<file path="config.mk">
export PLATFORM = sky130hd
export DESIGN_NAME = seg7_scan_reader_flat
export DESIGN_NICKNAME = d
export VERILOG_FILES = /design/src/rtl/seg7_scan_reader_if.sv /design/src/rtl/seg7_scan_reader.sv /design/src/flat_wrapper.sv
export SDC_FILE = /design/constraint.sdc
export NUM_CORES = 1
export LEC_CHECK = 0
export BUFFER_PORTS_ARGS = -buffer_cell sky130_fd_sc_hd__buf_2
export CORE_UTILIZATION = 40
export DETAILED_ROUTE_END_ITERATION = 12
export PLACE_DENSITY = 0.69
export SLEW_MARGIN = 40
export SYNTH_ARGS = -nofsm -noshare
export SYNTH_HDL_FRONTEND = slang
export SYNTH_SLANG_ARGS = --single-unit
</file>
<file path="constraint.sdc">
create_clock -name i_clk -period 2.25 [get_ports i_clk]
set_clock_uncertainty 0.2 [all_clocks]
set_input_delay 0.45 -clock i_clk [delete_from_list [all_inputs] [get_ports i_clk]]
set_output_delay 0.45 -clock i_clk [all_outputs]
set_load 0.05 [all_outputs]
</file>
<file path="src/rtl/seg7_scan_reader_if.sv">
// Bus between a scanned active-low seven-segment display and its reader.
// The master drives segments/strobes; the slave returns decoded digits and status.
interface seg7_scan_reader_if #(
    parameter int NUM_DIGITS = 4
);
    logic [6:0]              i_seg7;
    logic [NUM_DIGITS-1:0]   i_an;
    logic [4*NUM_DIGITS-1:0] o_digits;
    logic [NUM_DIGITS-1:0]   o_valid;
    logic                    o_update;
    logic                    o_err;
    logic                    o_frame;

    // There is no back-pressure: i_seg7/i_an are sampled on every clock edge,
    // and o_update/o_err/o_frame are single-cycle pulses that must be consumed
    // on the cycle they are high. o_digits/o_valid hold until the next capture.
    modport master (
        output i_seg7, i_an,
        input  o_digits, o_valid, o_update, o_err, o_frame
    );

    modport slave (
        input  i_seg7, i_an,
        output o_digits, o_valid, o_update, o_err, o_frame
    );
endinterface

</file>
<file path="src/rtl/seg7_scan_reader.sv">
// Recovers decimal digits from a multiplexed active-low seven-segment bus.
// Define SEG7_BLANK_EN to accept the all-off pattern as a legal blank (4'hF).
module seg7_scan_reader #(
    parameter int NUM_DIGITS    = 4,
    parameter int STABLE_CYCLES = 4
) (
    input  logic                 i_clk,
    input  logic                 i_reset,
    seg7_scan_reader_if.slave    bus,
    output logic [1:0]           o_state
);
    localparam int CW = $clog2(STABLE_CYCLES) + 1;
    localparam int SW = NUM_DIGITS + 7;
    localparam int IW = (NUM_DIGITS > 1) ? $clog2(NUM_DIGITS) : 1;
    localparam logic [CW-1:0] CNT_MAX = CW'(STABLE_CYCLES - 1);

    typedef enum logic [1:0] {
        IDLE   = 2'd0,
        SETTLE = 2'd1,
        HELD   = 2'd2
    } state_t;

    state_t                  state, state_next;
    logic [SW-1:0]           r;
    logic [SW-1:0]           cur;
    logic [CW-1:0]           cnt;
    logic                    same;
    logic                    sel;
    logic [3:0]              zcnt;
    logic [IW-1:0]           idx;
    logic                    capture;
    logic                    legal;
    logic [3:0]              value;
    logic [NUM_DIGITS-1:0]   seen, seen_next;
    logic                    frame_hit;
    logic [4*NUM_DIGITS-1:0] digits;
    logic [NUM_DIGITS-1:0]   valid;
    logic                    update, err, frame;

    assign cur  = {bus.i_an, bus.i_seg7};
    assign same = (cur == r);

    // A strobe is selected only when exactly one anode is pulled low.
    always_comb begin
        zcnt = 4'd0;
        idx  = '0;
        for (int i = 0; i < NUM_DIGITS; i++) begin
            if (!bus.i_an[i]) begin
                zcnt = zcnt + 4'd1;
                idx  = IW'(i);
            end
        end
        sel = (zcnt == 4'd1);
    end

    always_comb begin
        legal = 1'b1;
        value = 4'd0;
        case (bus.i_seg7)
            7'b1000000: value = 4'd0;
            7'b1111001: value = 4'd1;
            7'b0100100: value = 4'd2;
            7'b0110000: value = 4'd3;
            7'b0011001: value = 4'd4;
            7'b0010010: value = 4'd5;
            7'b0000010: value = 4'd6;
            7'b1011000: value = 4'd7;
            7'b0000000: value = 4'd8;
            7'b0010000: value = 4'd9;
`ifdef SEG7_BLANK_EN
            7'b1111111: value = 4'hF;
`endif
            default:    legal = 1'b0;
        endcase
    end

    always_comb begin
        state_next = state;
        capture    = 1'b0;
        case (state)
            IDLE: begin
                if (sel) state_next = SETTLE;
            end
            SETTLE: begin
                if (!sel) begin
                    state_next = IDLE;
                end else if (same && cnt == CNT_MAX) begin
                    capture    = 1'b1;
                    state_next = HELD;
                end
            end
            HELD: begin
                if (!sel)       state_next = IDLE;
                else if (!same) state_next = SETTLE;
            end
            default: state_next = IDLE;
        endcase
    end

    always_comb begin
        seen_next = seen | (NUM_DIGITS'(1) << idx);
        frame_hit = &seen_next;
    end

    always_ff @(posedge i_clk or posedge i_reset) begin
        if (i_reset) state <= IDLE;
        else         state <= state_next;
    end

    always_ff @(posedge i_clk or posedge i_reset) begin
        if (i_reset) begin
            r      <= '1;
            cnt    <= '0;
            seen   <= '0;
            digits <= '0;
            valid  <= '0;
            update <= 1'b0;
            err    <= 1'b0;
            frame  <= 1'b0;
        end else begin
            r <= cur;
            if (!same)               cnt <= '0;
            else if (cnt != CNT_MAX) cnt <= cnt + 1'b1;
            update <= capture;
            err    <= capture & ~legal;
            frame  <= capture & frame_hit;
            if (capture) begin
                // An illegal pattern keeps the last good value but drops its valid flag.
                if (legal) digits[4*idx +: 4] <= value;
                valid[idx] <= legal;
                seen       <= frame_hit ? '0 : seen_next;
            end
        end
    end

    assign bus.o_digits = digits;
    assign bus.o_valid  = valid;
    assign bus.o_update = update;
    assign bus.o_err    = err;
    assign bus.o_frame  = frame;
    assign o_state      = state;
endmodule

</file>
<file path="src/flat_wrapper.sv">
// flat-port wrapper written by rule: the top's interface ports become plain ports
module seg7_scan_reader_flat 
#(
    parameter int NUM_DIGITS    = 4,
    parameter int STABLE_CYCLES = 4
)
  (i_clk, i_reset, o_state, bus_i_seg7, bus_i_an, bus_o_digits, bus_o_valid, bus_o_update, bus_o_err, bus_o_frame);
  seg7_scan_reader_if #(.NUM_DIGITS(NUM_DIGITS)) bus_i ();
  input  logic i_clk;
  input  logic i_reset;
  output logic [1:0] o_state;
  input wire logic [$bits(bus_i.i_seg7)-1:0] bus_i_seg7;
  input wire logic [$bits(bus_i.i_an)-1:0] bus_i_an;
  output wire logic [$bits(bus_i.o_digits)-1:0] bus_o_digits;
  output wire logic [$bits(bus_i.o_valid)-1:0] bus_o_valid;
  output wire logic [$bits(bus_i.o_update)-1:0] bus_o_update;
  output wire logic [$bits(bus_i.o_err)-1:0] bus_o_err;
  output wire logic [$bits(bus_i.o_frame)-1:0] bus_o_frame;
  assign bus_i.i_seg7 = bus_i_seg7;
  assign bus_i.i_an = bus_i_an;
  assign bus_o_digits = bus_i.o_digits;
  assign bus_o_valid = bus_i.o_valid;
  assign bus_o_update = bus_i.o_update;
  assign bus_o_err = bus_i.o_err;
  assign bus_o_frame = bus_i.o_frame;
  seg7_scan_reader #(.NUM_DIGITS(NUM_DIGITS), .STABLE_CYCLES(STABLE_CYCLES)) u_core (.i_clk(i_clk), .i_reset(i_reset), .bus(bus_i), .o_state(o_state));
endmodule
</file>
---- After elaboration in Yosys (flattened, before gate mapping) ----
Index checks and enable logic that the tools add are counted.
operators by class
  shifts and indexed selects .............. 3
  $lt $le $gt $ge ......................... 2
  mux-type cells .......................... 25
  add/subtract/negate cells ............... 5
  bitwise gates (word level) .............. 4
  equality and inequality tests ........... 19
  reduce and logical (&&, ||, !) cells .... 8
operator list
  cell                                                    number
  case mux 4 bit (9 select lines)                         1
  negation 4 -> 34 bit                                    1
  variable shift 4 x 34 -> 16 bit (first input constant)  1
  indexed part select 4 x 34 -> 16 bit                    1
  == test 7 x 5 -> 1 bit (second input constant)          3
  == test 7 bit (second input constant)                   3
  bitwise mux 16 bit                                      1
  two-way mux 4 bit                                       4
  == test 7 x 6 -> 1 bit (second input constant)          2
  two-way mux 2 bit                                       7
  == test 11 bit                                          1
  OR reduction 10 bit                                     1
  adder 4 x 1 -> 4 bit (second input constant)            2
  == test 7 x 2 -> 1 bit (second input constant)          1
  logical NOT 7 bit                                       1
  two-way mux 1 bit                                       7
  two-way mux 3 bit                                       2
  inequality test 3 bit (second input constant)           2
  case mux 2 bit (3 select lines)                         1
  bitwise mux 4 bit                                       1
  == test 4 x 1 -> 1 bit (second input constant)          1
  OR 4 bit                                                1
  AND reduction 4 bit                                     1
  left shift 1 x 2 -> 4 bit (first input constant)        1
  17 further kinds                                        19
storage, ports and cells
  bits in registers ....................... 43
  word-level logic and storage cells ...... 75
  output and inout bits ................... 25
  bits of input ports ..................... 13

---- Depth between registers and ports, before layout ----
Gate-level depths: netlist of run 1.
  word-level depth ........................ 11
  mapped depth ............................ 11
  depth with buffers taken out ............ 10

---- Worst setup path after synthesis of run 1 ----
Ideal clock, no wire load.
  kind .................................... in2reg
  from .................................... input port bus_i_an[0]
  to ...................................... register u_core.digits[10] (netlist: u_core.bus.o_digits[10])
  library setup time ...................... 125 ps
  required time ........................... 1925 ps
  slack ................................... -927 ps
  data arrival time ....................... 2852 ps
  stages .................................. 9
  buffers on the path ..................... 0
  cells stage by stage .................... inv_1 -> ha_1 -> xnor2_1 -> ha_1 -> or3_1 -> o211ai_1 -> nand3_1 -> a2111oi_4 -> mux2_2
between the ends
  longest elaborated chain between the ends .. 11
  elaborated cells between the ends (all ways) .. 14
  classes of those cells .................. add/sub (3); eq/ne (2); mux (7); reduce/logical (2)
RTL lines
  item                                    RTL line                 source
  start, declared                         flat_wrapper.sv:13       input wire logic [$bits(bus_i.i_an)-1:0] bus_i_an;
  two-way mux 1 bit                       seg7_scan_reader.sv:48   if (!bus.i_an[i]) begin
  adder 1 x 1 -> 2 bit                    seg7_scan_reader.sv:49   zcnt = zcnt + 4'd1;
  two-way mux 4 bit                       seg7_scan_reader.sv:48
  adder 4 x 1 -> 4 bit                    seg7_scan_reader.sv:49
  two-way mux 4 bit                       seg7_scan_reader.sv:48
  adder 4 x 1 -> 4 bit                    seg7_scan_reader.sv:49
  two-way mux 4 bit                       seg7_scan_reader.sv:48
  == test 4 x 1 -> 1 bit                  seg7_scan_reader.sv:53   sel = (zcnt == 4'd1);
  two-way mux 1 bit *                     seg7_scan_reader.sv:85   if (!sel) begin
  two-way mux 1 bit *                     seg7_scan_reader.sv:80   case (state)
  AND reduction 2 bit (no source line) *  --
  end signal, assigned by index           seg7_scan_reader.sv:129  if (legal) digits[4*idx +: 4] <= value;
  end, declared                           seg7_scan_reader.sv:36   logic [4*NUM_DIGITS-1:0] digits;
Mark *: on every way between the ends. The rest lies on a longest branch, timed or not.
A chain may end at the register's enable or synchronous reset.

---- Worst setup path in the final report of run 1 ----
  from .................................... input port bus_i_an[1]
  to ...................................... register u_core.digits[13] (netlist: u_core.bus.o_digits[13])
between the ends
  longest elaborated chain between the ends .. 9
  elaborated cells between the ends (all ways) .. 19
  classes of those cells .................. add/sub (3); eq/ne (2); shift (2); mux (10); reduce/logical (2)
RTL lines
  item                                  RTL line
  two-way mux 4 bit                     seg7_scan_reader.sv:48
  adder 4 x 1 -> 4 bit                  seg7_scan_reader.sv:49
  two-way mux 4 bit                     seg7_scan_reader.sv:48
  adder 4 x 1 -> 4 bit                  seg7_scan_reader.sv:49
  two-way mux 4 bit                     seg7_scan_reader.sv:48
  == test 4 x 1 -> 1 bit                seg7_scan_reader.sv:53
  two-way mux 1 bit                     seg7_scan_reader.sv:85
  two-way mux 1 bit                     seg7_scan_reader.sv:80
  AND reduction 2 bit (no source line)  --
Several ways; a longest one is shown, not always the timed one.

==> impl_metrics.json, run 1 <==
{
  "cell_type_with_the_largest_total_area_after_synthesis": "sky130_fd_sc_hd__dfrtp_1",
  "seq_total_area_yosys": 0.449,
  "timing.final.crit_period_ns": 2.64,
  "row_count": 28,
  "dr.pass1.iters": 4,
  "grt_pass1_wl_mm": 8.87,
  "detail_route.drc_violations": 0,
  "globalRouteOverflowTotal": 0,
  "core_area_sq_um": 5890,
  "postSynthRegisterBits": 43,
  "viasPerCell": 5.04,
  "clock_sink_count": 43,
  "worst-r2r-cell-count": 8,
  "ys_async_sr_fraction": 1.00,
  "synthesis.area_per_instance_sq_um": 10.8,
  "floorplan.io_pins": 38,
  "layout-area-overhead-vs-synth_pct": 34.8,
  "status": "finished with violations",
  "setup_violations": 28,
  "place.detailed.hpwl_mm": 3.86,
  "failed_checks": "negative setup slack",
  "power.static_leakage_nw": 1.56,
  "synth.lib_cells_used.distinct": 45,
  "synth-edff-count": 0,
  "final-instance-count-excl-fill": 388,
  "critPathCaptureType": "register",
  "ff2ff_setup_slack_ns": -0.18,
  "floorplan.initialDensity": 0.412,
  "final.setup.worst_slack_ns": -0.392,
  "timing.final.hold_violations": 0,
  "grt_max_degree": 44,
  "fmaxAchievable_ghz": 0.379,
  "routedWlPerCell_um": 13.4,
  "crit_path_cell_trace": "buf_12, inv_12, ha_4, xnor2_2, ha_1, or3_1, o211ai_1, nand3_4, a2111oi_4, mux2_4",
  "timing.critical_path.slowest_cell_delay_ns": 0.36,
  "antenna-diode-count": 0,
  "cts.clk_slew.worst_paths_ns": 0.08,
  "max_slew_margin": 0.641,
  "mapped_nets": 251,
  "antenna_found_initial": 0,
  "finish.net_count": 339,
  "hold_slack_ns": 0.0848,
  "final.fill_count": 526,
  "floorplan.die.width_um": 79.9,
  "via_count": 1956,
  "dpl_worst_slack_ns": -0.934,
  "buffer_ports.inserted": 37,
  "peakVddDrop_uv": 301,
  "setup_tns_ns": -8.20,
  "clock_tree.buffer_depth": 2,
  "gpl.final_weighted_congestion": 0.771,
  "die_area_sq_um": 6380,
  "dp.cells": 379,
  "tritoncts": "done",
  "yosys_most_used_dff": "sky130_fd_sc_hd__dfrtp_1",
  "cts_htree_levels": 2,
  "power_per_cell_area_nw_per_um2": 509,
  "die-height_um": 79.9,
  "report.final.slew_viol_count": 0,
  "post-route-period-util": 1.17,
  "worstPathMaxFanout": 5,
  "grt_util_all_layers": 0.182,
  "critical_path_required_ns": 2.23,
  "worstSetupPathType": "in2reg",
  "synthesis.area_sq_um": 2430,
  "postRouteWirelength_mm": 5.19,
  "syn_inst": 225,
  "r2r_end": "u_core.bus.o_digits[11]$_DFFE_PP0P_",
  "critical_path_data_arrival_time_ns": 2.62,
  "largest_cells_by_area_after_synthesis": "sky130_fd_sc_hd__dfrtp_1 33%, sky130_fd_sc_hd__dfstp_2 12%, sky130_fd_sc_hd__ha_1 6.7%",
  "post-synth-top-area-fraction": 0.330,
  "antenna_left": 0,
  "first_global_vias": 1905,
  "grt_setup_unrepaired": "true",
  "drv.max_cap_violation_count": 0,
  "hold_path.class": "in2async",
  "cts_buffers": 5,
  "timing.rr.start": "u_core.r[4]$_DFF_PP1_",
  "clock_latency_ns": 0.29,
  "drt_first_iter_violations": 73,
  "synth.yosys.warnings": 0,
  "root_buffer": "sky130_fd_sc_hd__clkbuf_8",
  "worst_pin_slew_ns": 0.539,
  "cp-start-kind": "input pin",
  "fraction_of_final_layout_cells_with_drive_strength_greater_than_1": 0.422,
  "critical-path-slowest-cell": "sky130_fd_sc_hd__a2111oi_4"
}
==> where the power goes <==
group	switching, mW	total (mW)	leakage (nW)	internal [mW]
Clock	0.257	0.583	0.0513	0.325
Sequential	0.00774	0.801	0.499	0.793
Combinational	0.156	0.283	1.01	0.127
Total	0.421	1.67	1.56	1.25
==> registers in the layout (all words and copies together), names as in the netlist <==
register / count
u_core.seen: 4
u_core.r: 11
u_core.bus.o_valid: 4
u_core.cnt: 3
u_core.bus.o_update: 1
u_core.bus.o_err: 1
u_core.bus.o_frame: 1
u_core.o_state: 2
u_core.bus.o_digits: 16
==> cells by family after synthesis <==
| group | Yosys count | share of synthesized area |
|---|---|---|
| AND/OR/NAND/NOR | 73 | 0.161 |
| flip-flops | 43 | 0.449 |
| multiplexers | 21 | 0.0928 |
| buffers and inverters | 32 | 0.0577 |
| XOR/XNOR | 16 | 0.0577 |
| adder cells (fa/ha/maj) | 13 | 0.0670 |
| AO/OA/AOI/OAI | 27 | 0.114 |
==> synth_stat cells, types with 4 or more instances <==
cell	instances
sky130_fd_sc_hd__dfrtp_1	32
sky130_fd_sc_hd__ha_1	13
sky130_fd_sc_hd__dfstp_2	11
sky130_fd_sc_hd__nand2_1	15
sky130_fd_sc_hd__buf_2	4
sky130_fd_sc_hd__mux2i_1	9
sky130_fd_sc_hd__nand4_1	7
sky130_fd_sc_hd__clkbuf_1	4
sky130_fd_sc_hd__nor3_1	10
sky130_fd_sc_hd__a21oi_1	8
sky130_fd_sc_hd__nor2_1	13
sky130_fd_sc_hd__xor2_1	13
sky130_fd_sc_hd__a2111oi_4	4
sky130_fd_sc_hd__mux2_2	12
sky130_fd_sc_hd__inv_1	22
==> critical path, delay by kind of cell <==
family | cells | cell delay (ns)
compound gates | 2 | 0.53
fa+ha+maj | 2 | 0.52
simple gates | 2 | 0.52
mux | 1 | 0.34
xor+xnor | 1 | 0.13
buf+inv | 2 | 0.12
==> routing by layer <==
metal / global-route usage / vias to the layer above / part of all wire
met2: 0.293 / 46 / 0.50
met5: 0 / - / 0
met3: 0.0446 / 6 / 0.040
met4: 0.0643 / 0 / 0.012
li1: - / 950 / -
met1: 0.237 / 954 / 0.45
==> placed cells by master, fill, tap and decap left out, types with 3 or more instances in the layout <==
master                      count
sky130_fd_sc_hd__ha_1          12
sky130_fd_sc_hd__nand4_1        7
sky130_fd_sc_hd__mux2_2         4
sky130_fd_sc_hd__nand2_1       15
sky130_fd_sc_hd__clkbuf_8       5
sky130_fd_sc_hd__nand3b_1       3
sky130_fd_sc_hd__nor3_1        10
sky130_fd_sc_hd__nand2b_1       3
sky130_fd_sc_hd__a21oi_1        8
sky130_fd_sc_hd__mux2i_1        9
sky130_fd_sc_hd__buf_2         35
sky130_fd_sc_hd__dfstp_2       11
sky130_fd_sc_hd__inv_1         20
sky130_fd_sc_hd__buf_4         54
sky130_fd_sc_hd__dfrtp_1       32
sky130_fd_sc_hd__xor2_1        13
sky130_fd_sc_hd__nor2_1        13
sky130_fd_sc_hd__mux2_4         8
sky130_fd_sc_hd__a2111oi_4      4
sky130_fd_sc_hd__o21ai_0        3
==> worst max-delay path by stage <==
stage	startpoint	end	cells after the start
after floorplan	bus_i_an[1]	u_core.bus.o_digits[10]$_DFFE_PP0P_	9
after global placement	bus_i_an[1]	u_core.bus.o_digits[9]$_DFFE_PP0P_	10
after detailed placement	bus_i_an[1]	u_core.bus.o_digits[11]$_DFFE_PP0P_	11
after CTS	bus_i_an[1]	u_core.bus.o_digits[11]$_DFFE_PP0P_	11
after global routing	bus_i_an[1]	u_core.bus.o_digits[3]$_DFFE_PP0P_	11
final	bus_i_an[1]	u_core.bus.o_digits[13]$_DFFE_PP0P_	10
==> through the flow <==
step	util	instance area (sq um)	power [mW]
4_1_cts	0.554	3260	1.68
3_3_place_gp	0.530	3120	1.08
6_report	0.556	3270	1.67
5_1_grt	0.556	3270	1.75
3_5_place_dp	0.530	3120	1.09
2_1_floorplan	-	2510	0.978
==> cell type report <==
type | count | area (sq um) | share of cell area
clock inverter | 1 | 30.0 | 0.00918
sequential | 43 | 1090 | 0.333
multi-input combinational | 150 | 1280 | 0.390
timing repair buffer | 91 | 612 | 0.187
inverter | 22 | 97.6 | 0.0298
clock buffer | 6 | 72.6 | 0.0222
tap | 75 | 93.8 | 0.0287
==> timing repair <==
action                                  in CTS  in global routing
hold buffers                                 0                  0
buffers inserted                             1                  1
pin swaps                                    6                  0
endpoints found under the setup margin      29                 29
resized for setup                           10                  1
hold endpoints to repair                     0                  0
No activity file was read; power rests on OpenSTA's default activity.
==> inputs of run 2 (changes only) <==
Settings changed: CORE_UTILIZATION 40 to 35, PLACE_DENSITY 0.69 to 0.63.
==> run 2 against run 1 <==
- the flow still finishes with violations (negative setup slack)
- cell area up 0.61%
- die area up 14%
- clock power down 18%
- total power down 5.7%
- wire length up 0.96%
- combinational power up 4%
- critical path type unchanged
- largest cell class unchanged
- highest routed layer unchanged
==> impl_metrics.json, run 2 (synthesis gave the netlist of run 1 again) <==
{
  "status": "finished with violations",
  "failed_checks": "negative setup slack",
  "floorplan.io_pins": 38,
  "timing.final.hold_violations": 0,
  "report.final.slew_viol_count": 0,
  "final.setup.worst_slack_ns": -0.386,
  "final_common_cell": "sky130_fd_sc_hd__buf_4",
  "dpl_worst_slack_ns": -0.939,
  "cts.clk_slew.worst_paths_ns": 0.08,
  "ff2ff_setup_slack_ns": -0.19,
  "row_count": 29,
  "timing.rr.start": "u_core.r[4]$_DFF_PP1_",
  "cp-start-kind": "input pin",
  "layout_common_cells": "53 x sky130_fd_sc_hd__buf_4, 35 x sky130_fd_sc_hd__buf_2, 32 x sky130_fd_sc_hd__dfrtp_1, 19 x sky130_fd_sc_hd__inv_1, 15 x sky130_fd_sc_hd__nand2_1",
  "max_slew_margin": 0.688,
  "fraction_of_final_layout_cells_with_drive_strength_greater_than_1": 0.434,
  "floorplan.initialDensity": 0.372,
  "detailed_place.area_sq_um": 3140,
  "die_area_sq_um": 7270,
  "clock_latency_ns": 0.29,
  "instance_count_along_the_most_critical_hold_path": 2,
  "timing.final.crit_period_ns": 2.64,
  "dr.pass1.iters": 4,
  "antenna-diode-count": 0,
  "worstPathBufferInverterCount": 3,
  "total_power_mw": 1.57,
  "worst_pin_slew_ns": 0.467,
  "globalRouteOverflowTotal": 0,
  "floorplan.die.width_um": 85.3,
  "root_buffer": "sky130_fd_sc_hd__clkbuf_8",
  "crit_path_cell_trace": "buf_12, inv_12, ha_4, xnor2_2, ha_1, or3_1, o211ai_1, nand3_4, a2111oi_4, buf_4, mux2i_1",
  "power.static_leakage_nw": 1.57,
  "fmaxAchievable_ghz": 0.379,
  "post-route-period-util": 1.17,
  "place.detailed.hpwl_mm": 3.94,
  "worst-r2r-cell-count": 8,
  "cts_htree_levels": 2,
  "drt_first_iter_violations": 40,
  "final_util": 0.504,
  "grt_setup_unrepaired": "true",
  "dp.cells": 382,
  "layout-area-overhead-vs-synth_pct": 35.6,
  "grt_pass1_wl_mm": 9.23,
  "critPathCaptureType": "register",
  "critical_path_required_ns": 2.27,
  "crit_path_start": "bus_i_an[1]",
  "critical-path-slowest-cell": "sky130_fd_sc_hd__a2111oi_4",
  "hold_path.class": "in2reg",
  "final.fill_count": 618,
  "setup.worst_path.end": "u_core.bus.o_digits[7]$_DFFE_PP0P_",
  "tritoncts": "done",
  "grt_max_degree": 25,
  "finish.net_count": 341,
  "setup_tns_ns": -8.38,
  "buffer_ports.inserted": 37,
  "die-height_um": 85.3,
  "via_count": 1938,
  "routedWlPerCell_um": 13.3,
  "timing.critical_path.slowest_cell_delay_ns": 0.36,
  "setup_violations": 28,
  "hold_slack_ns": 0.171,
  "core_area_sq_um": 6530,
  "grt_util_all_layers": 0.161,
  "detail_route.drc_violations": 0,
  "first_global_vias": 1993,
  "viasPerCell": 4.93,
  "clock_tree.buffer_depth": 2,
  "worstSetupPathType": "in2reg",
  "r2r_end": "u_core.bus.o_digits[11]$_DFFE_PP0P_",
  "final_instance_area_sq_um": 3290,
  "worstPathMaxFanout": 5,
  "cts_buffers": 5,
  "worst-path-stages": 11,
  "largest_reg_flops": 16,
  "antenna_left": 0,
  "drv.max_cap_violation_count": 0,
  "antenna_found_initial": 0,
  "peakVddDrop_uv": 260,
  "gpl.final_weighted_congestion": 0.855,
  "critical_path_data_arrival_time_ns": 2.65,
  "clock_sink_count": 43,
  "final-instance-count-excl-fill": 393,
  "power_per_cell_area_nw_per_um2": 477,
  "top_cell_family_by_delay_on_the_critical_path": "compound AO/OA/AOI/OAI gates",
  "postRouteWirelength_mm": 5.24
}
[run 2: changes by cell type in the layout (fill, tap and decap cells not counted), sizes merged]
cell | previous run | this run
buf | 91 | 92
bufinv | 1 | 0
clkbuf | 6 | 5
clkinv | 0 | 3
dlygate4sd3 | 0 | 1
[run 2: repair_timing]
action | in CTS | in global routing
pin swaps | 6 | 0
setup endpoints to repair | 28 | 29
hold buffers | 0 | 1
setup buffers | 1 | 1
endpoints found under the hold margin | 0 | 17
resized for setup | 9 | 2
[run 2: cell type report]
class	count	area [sq um]	share of cell area
Multi-Input combinational cell	150	1280	0.389
Sequential cell	43	1090	0.331
Timing Repair Buffer	93	646	0.196
Tap cell	77	96.3	0.0293
Inverter	22	95.1	0.0289
Clock buffer	5	68.8	0.0209
Clock inverter	3	15.0	0.00456
[run 2: how the worst min path moves through the flow]
stage | from | end | slack (ns)
finish | bus_i_an[0] | u_core.r[7]$_DFF_PP1_ | 0.17
global route | bus_i_an[0] | u_core.r[7]$_DFF_PP1_ | 0.17
CTS | i_reset | u_core.bus.o_valid[0]$_DFFE_PP0P_ | 0.007
detailed placement | u_core.bus.o_valid[1]$_DFFE_PP0P_ | u_core.bus.o_valid[1]$_DFFE_PP0P_ | 0.29
global placement | u_core.bus.o_valid[1]$_DFFE_PP0P_ | u_core.bus.o_valid[1]$_DFFE_PP0P_ | 0.29
floorplan | bus_i_seg7[0] | u_core.r[0]$_DFF_PP1_ | 0.25
[run 2: metal layers]
metal | up-vias | GRT usage | wire (um)
met5 | - | 0 | 0
met4 | 0 | 0.0530 | 56
met1 | 934 | 0.211 | 2580
li1 | 963 | - | -
met3 | 5 | 0.0331 | 198
met2 | 36 | 0.266 | 2410
[run 2: power breakdown]
| group | switching [mW] | internal [mW] |
|---|---|---|
| Sequential | 0.00780 | 0.793 |
| Combinational | 0.159 | 0.134 |
| Clock | 0.264 | 0.213 |
| Total | 0.431 | 1.14 |
==> inputs of run 3 (changes only) <==
Settings changed: ABC_CLOCK_PERIOD_IN_PS from default to 2250, CORE_UTILIZATION 35 to 51, PLACE_DENSITY 0.63 to 0.83, TNS_END_PERCENT from default to 20.
==> run 3 against run 2 <==
- the run ends with design-rule violations, negative setup slack left
- worst hold slack lost 0.085 ns
- sequential power is essentially flat
- critical endpoint is now u_core.seen[0]$_DFFE_PP0P_
- clock-buffer cell count is the same
- global-route usage grew 7.1 points
- clock power grew 26%
- maximum frequency shrank 3.7%
==> impl_metrics.json, run 3 (synthesis gave the netlist of run 1 again) <==
{
  "post-route-period-util": 1.22,
  "grt_max_degree": 44,
  "layout-area-overhead-vs-synth_pct": 35.0,
  "first_global_vias": 2015,
  "worstPathMaxFanout": 5,
  "critical_path_data_arrival_time_ns": 2.73,
  "crit_top_cell": "sky130_fd_sc_hd__buf_4",
  "routedWlPerCell_um": 15.1,
  "status": "finished with violations",
  "fmaxAchievable_ghz": 0.365,
  "largest_reg_flops": 16,
  "row_count": 24,
  "grt_setup_unrepaired": "true",
  "final.fill_count": 301,
  "critical_path_required_ns": 2.24,
  "drt_first_iter_violations": 101,
  "timing.final.hold_violations": 0,
  "multiInputGateArea_sq_um": 1270,
  "core_area_sq_um": 4470,
  "max_slew_margin": 0.639,
  "die-height_um": 71.0,
  "detail_route.drc_violations": 3,
  "dpl_worst_slack_ns": -0.998,
  "root_buffer": "sky130_fd_sc_hd__clkbuf_8",
  "worst_pin_slew_ns": 0.542,
  "critical-path-slowest-cell": "sky130_fd_sc_hd__or3_1",
  "cts.clk_slew.worst_paths_ns": 0.09,
  "clock_latency_ns": 0.30,
  "timing.critical_path.slowest_cell_delay_ns": 0.32,
  "buffer_ports.inserted": 37,
  "total_switching_power_mw": 0.440,
  "cts_buffers": 5,
  "setup_tns_ns": -10.12,
  "via_count": 1986,
  "tritoncts": "done",
  "die_area_sq_um": 5040,
  "report.final.slew_viol_count": 0,
  "hold_path.class": "in2async",
  "power.share.combinational": 0.173,
  "viasPerCell": 5.37,
  "top_cell_family_by_delay_on_the_critical_path": "simple AND/OR/NAND/NOR gates",
  "setup_violations": 29,
  "dr.pass1.iters": 9,
  "fraction_of_final_layout_cells_with_drive_strength_greater_than_1": 0.434,
  "switching_share_of_total_power": 0.259,
  "power.static_leakage_nw": 1.58,
  "antenna_left": 0,
  "antenna-diode-count": 0,
  "peakVddDrop_uv": 423,
  "gpl.final_weighted_congestion": 0.816,
  "floorplan.die.width_um": 71.0,
  "register_area_sq_um": 1090,
  "grt_util_all_layers": 0.231,
  "worstSetupPathType": "in2reg",
  "floorplan.io_pins": 38,
  "worstPathBufferInverterCount": 5,
  "clockPowerShare": 0.355,
  "cts_htree_levels": 2,
  "antenna_found_initial": 0,
  "floorplan.initialDensity": 0.543,
  "final_common_cell": "sky130_fd_sc_hd__buf_4",
  "power_per_cell_area_nw_per_um2": 518,
  "crit_path_cell_trace": "buf_12, inv_12, ha_4, xnor2_2, ha_1, or3_1, o211ai_1, nand3_4, buf_4, buf_6, nor4_4, buf_4, a21oi_1",
  "layout_common_cells": "57 x sky130_fd_sc_hd__buf_4, 35 x sky130_fd_sc_hd__buf_2, 32 x sky130_fd_sc_hd__dfrtp_1, 20 x sky130_fd_sc_hd__inv_1, 15 x sky130_fd_sc_hd__nand2_1",
  "internal_power_mw": 1.26,
  "clock_sink_count": 43,
  "clock_tree.buffer_depth": 2,
  "cp-start-kind": "input pin",
  "ctsHoldBuffers": 0,
  "power.share.sequential": 0.472,
  "grt_pass1_wl_mm": 9.08,
  "timing.final.crit_period_ns": 2.74,
  "total_power_mw": 1.70,
  "finish.net_count": 343,
  "place.detailed.hpwl_mm": 4.06,
  "drv.max_cap_violation_count": 0,
  "critPathCaptureType": "register",
  "globalRouteOverflowTotal": 0,
  "final.setup.worst_slack_ns": -0.487,
  "postRouteWirelength_mm": 5.57,
  "failed_checks": "design-rule violations, negative setup slack"
}
==> run 3: cell count changes in the layout (fill, tap and decap cells not counted) <==
cell                            change
sky130_fd_sc_hd__buf_12             -1
sky130_fd_sc_hd__buf_4              +4
sky130_fd_sc_hd__bufinv_16          +1
sky130_fd_sc_hd__clkinv_2           -2
sky130_fd_sc_hd__clkinv_4           +1
sky130_fd_sc_hd__dlygate4sd3_1      -1
sky130_fd_sc_hd__inv_1              +1
sky130_fd_sc_hd__inv_2              -1
sky130_fd_sc_hd__mux2_2             +2
sky130_fd_sc_hd__mux2_4             -2
sky130_fd_sc_hd__nor3_1             +1
sky130_fd_sc_hd__nor3_2             -1
==> run 3: timing repair <==
action / 4_1_cts / 5_1_grt
setup buffers: 0 / 3
gates cloned: 0 / 0
setup endpoints to repair: 29 / 29
pin swaps: 6 / 1
resized for setup: 10 / 3
==> run 3: path summary, 6_finish.rpt <==
check                                                  startpoint                                   to  slack, ns  cells after the start
min in group i_clk                                    bus_i_an[0]                u_core.r[7]$_DFF_PP1_       0.17                      2
worst max-delay path                                  bus_i_an[1]           u_core.seen[0]$_DFFE_PP0P_      -0.49                     13
worst min-delay path                                      i_reset  u_core.bus.o_digits[13]$_DFFE_PP0P_       0.09                      3
max in group asynchronous                                 i_reset            u_core.cnt[0]$_DFFE_PP0P_       1.39                      3
worst min register to register  u_core.bus.o_valid[0]$_DFFE_PP0P_    u_core.bus.o_valid[0]$_DFFE_PP0P_       0.31                      1
worst max register to register              u_core.r[4]$_DFF_PP1_   u_core.bus.o_digits[8]$_DFFE_PP0P_      -0.30                      8
==> run 3: routing by layer <==
metal | global-route usage | part of all wire | up-vias
met4 | 0.0756 | 0.015 | 0
met3 | 0.0456 | 0.045 | 13
li1 | - | - | 961
met2 | 0.399 | 0.51 | 55
met1 | 0.294 | 0.43 | 957
met5 | 0 | 0 | -
==> run 3: worst reg2reg max path, stage by stage, from the launching register on <==
cell                        delay [ns]
sky130_fd_sc_hd__dfstp_2          0.53
sky130_fd_sc_hd__xor2_1           0.06
sky130_fd_sc_hd__nor4_1           0.39
sky130_fd_sc_hd__buf_4            0.19
sky130_fd_sc_hd__nand3_1          0.09
sky130_fd_sc_hd__buf_4            0.20
sky130_fd_sc_hd__a2111oi_4        0.44
sky130_fd_sc_hd__buf_4            0.20
sky130_fd_sc_hd__mux2i_1          0.18
==> run 3: cell type report <==
type / count / area share
repair buffers: 95 / 0.197
multi-input cells: 150 / 0.387
well taps: 52 / 0.0199
inverters: 22 / 0.0290
flip-flops and latches: 43 / 0.333
clock inverters: 3 / 0.0134
clock buffers: 5 / 0.0210
==> run 3: through the flow <==
step                      utilization  std cells  hold slack, ns  cell area [sq um]
after CTS                       0.723        367          0.0993               3240
after floorplan                     -        225           0.254               2480
after global placement          0.690        359           0.289               3090
final                           0.732        370          0.0861               3280
after detailed placement        0.690        359           0.292               3090
after global routing            0.732        370           0.131               3280
==> run 3: power groups by stage <==
stage	clock, mW	sequential, mW	combinational, mW
global route	0.643	0.803	0.321
floorplan	0	0.825	0.146
detailed placement	0	0.816	0.270
global placement	0	0.815	0.261
finish	0.602	0.801	0.294
CTS	0.617	0.801	0.281
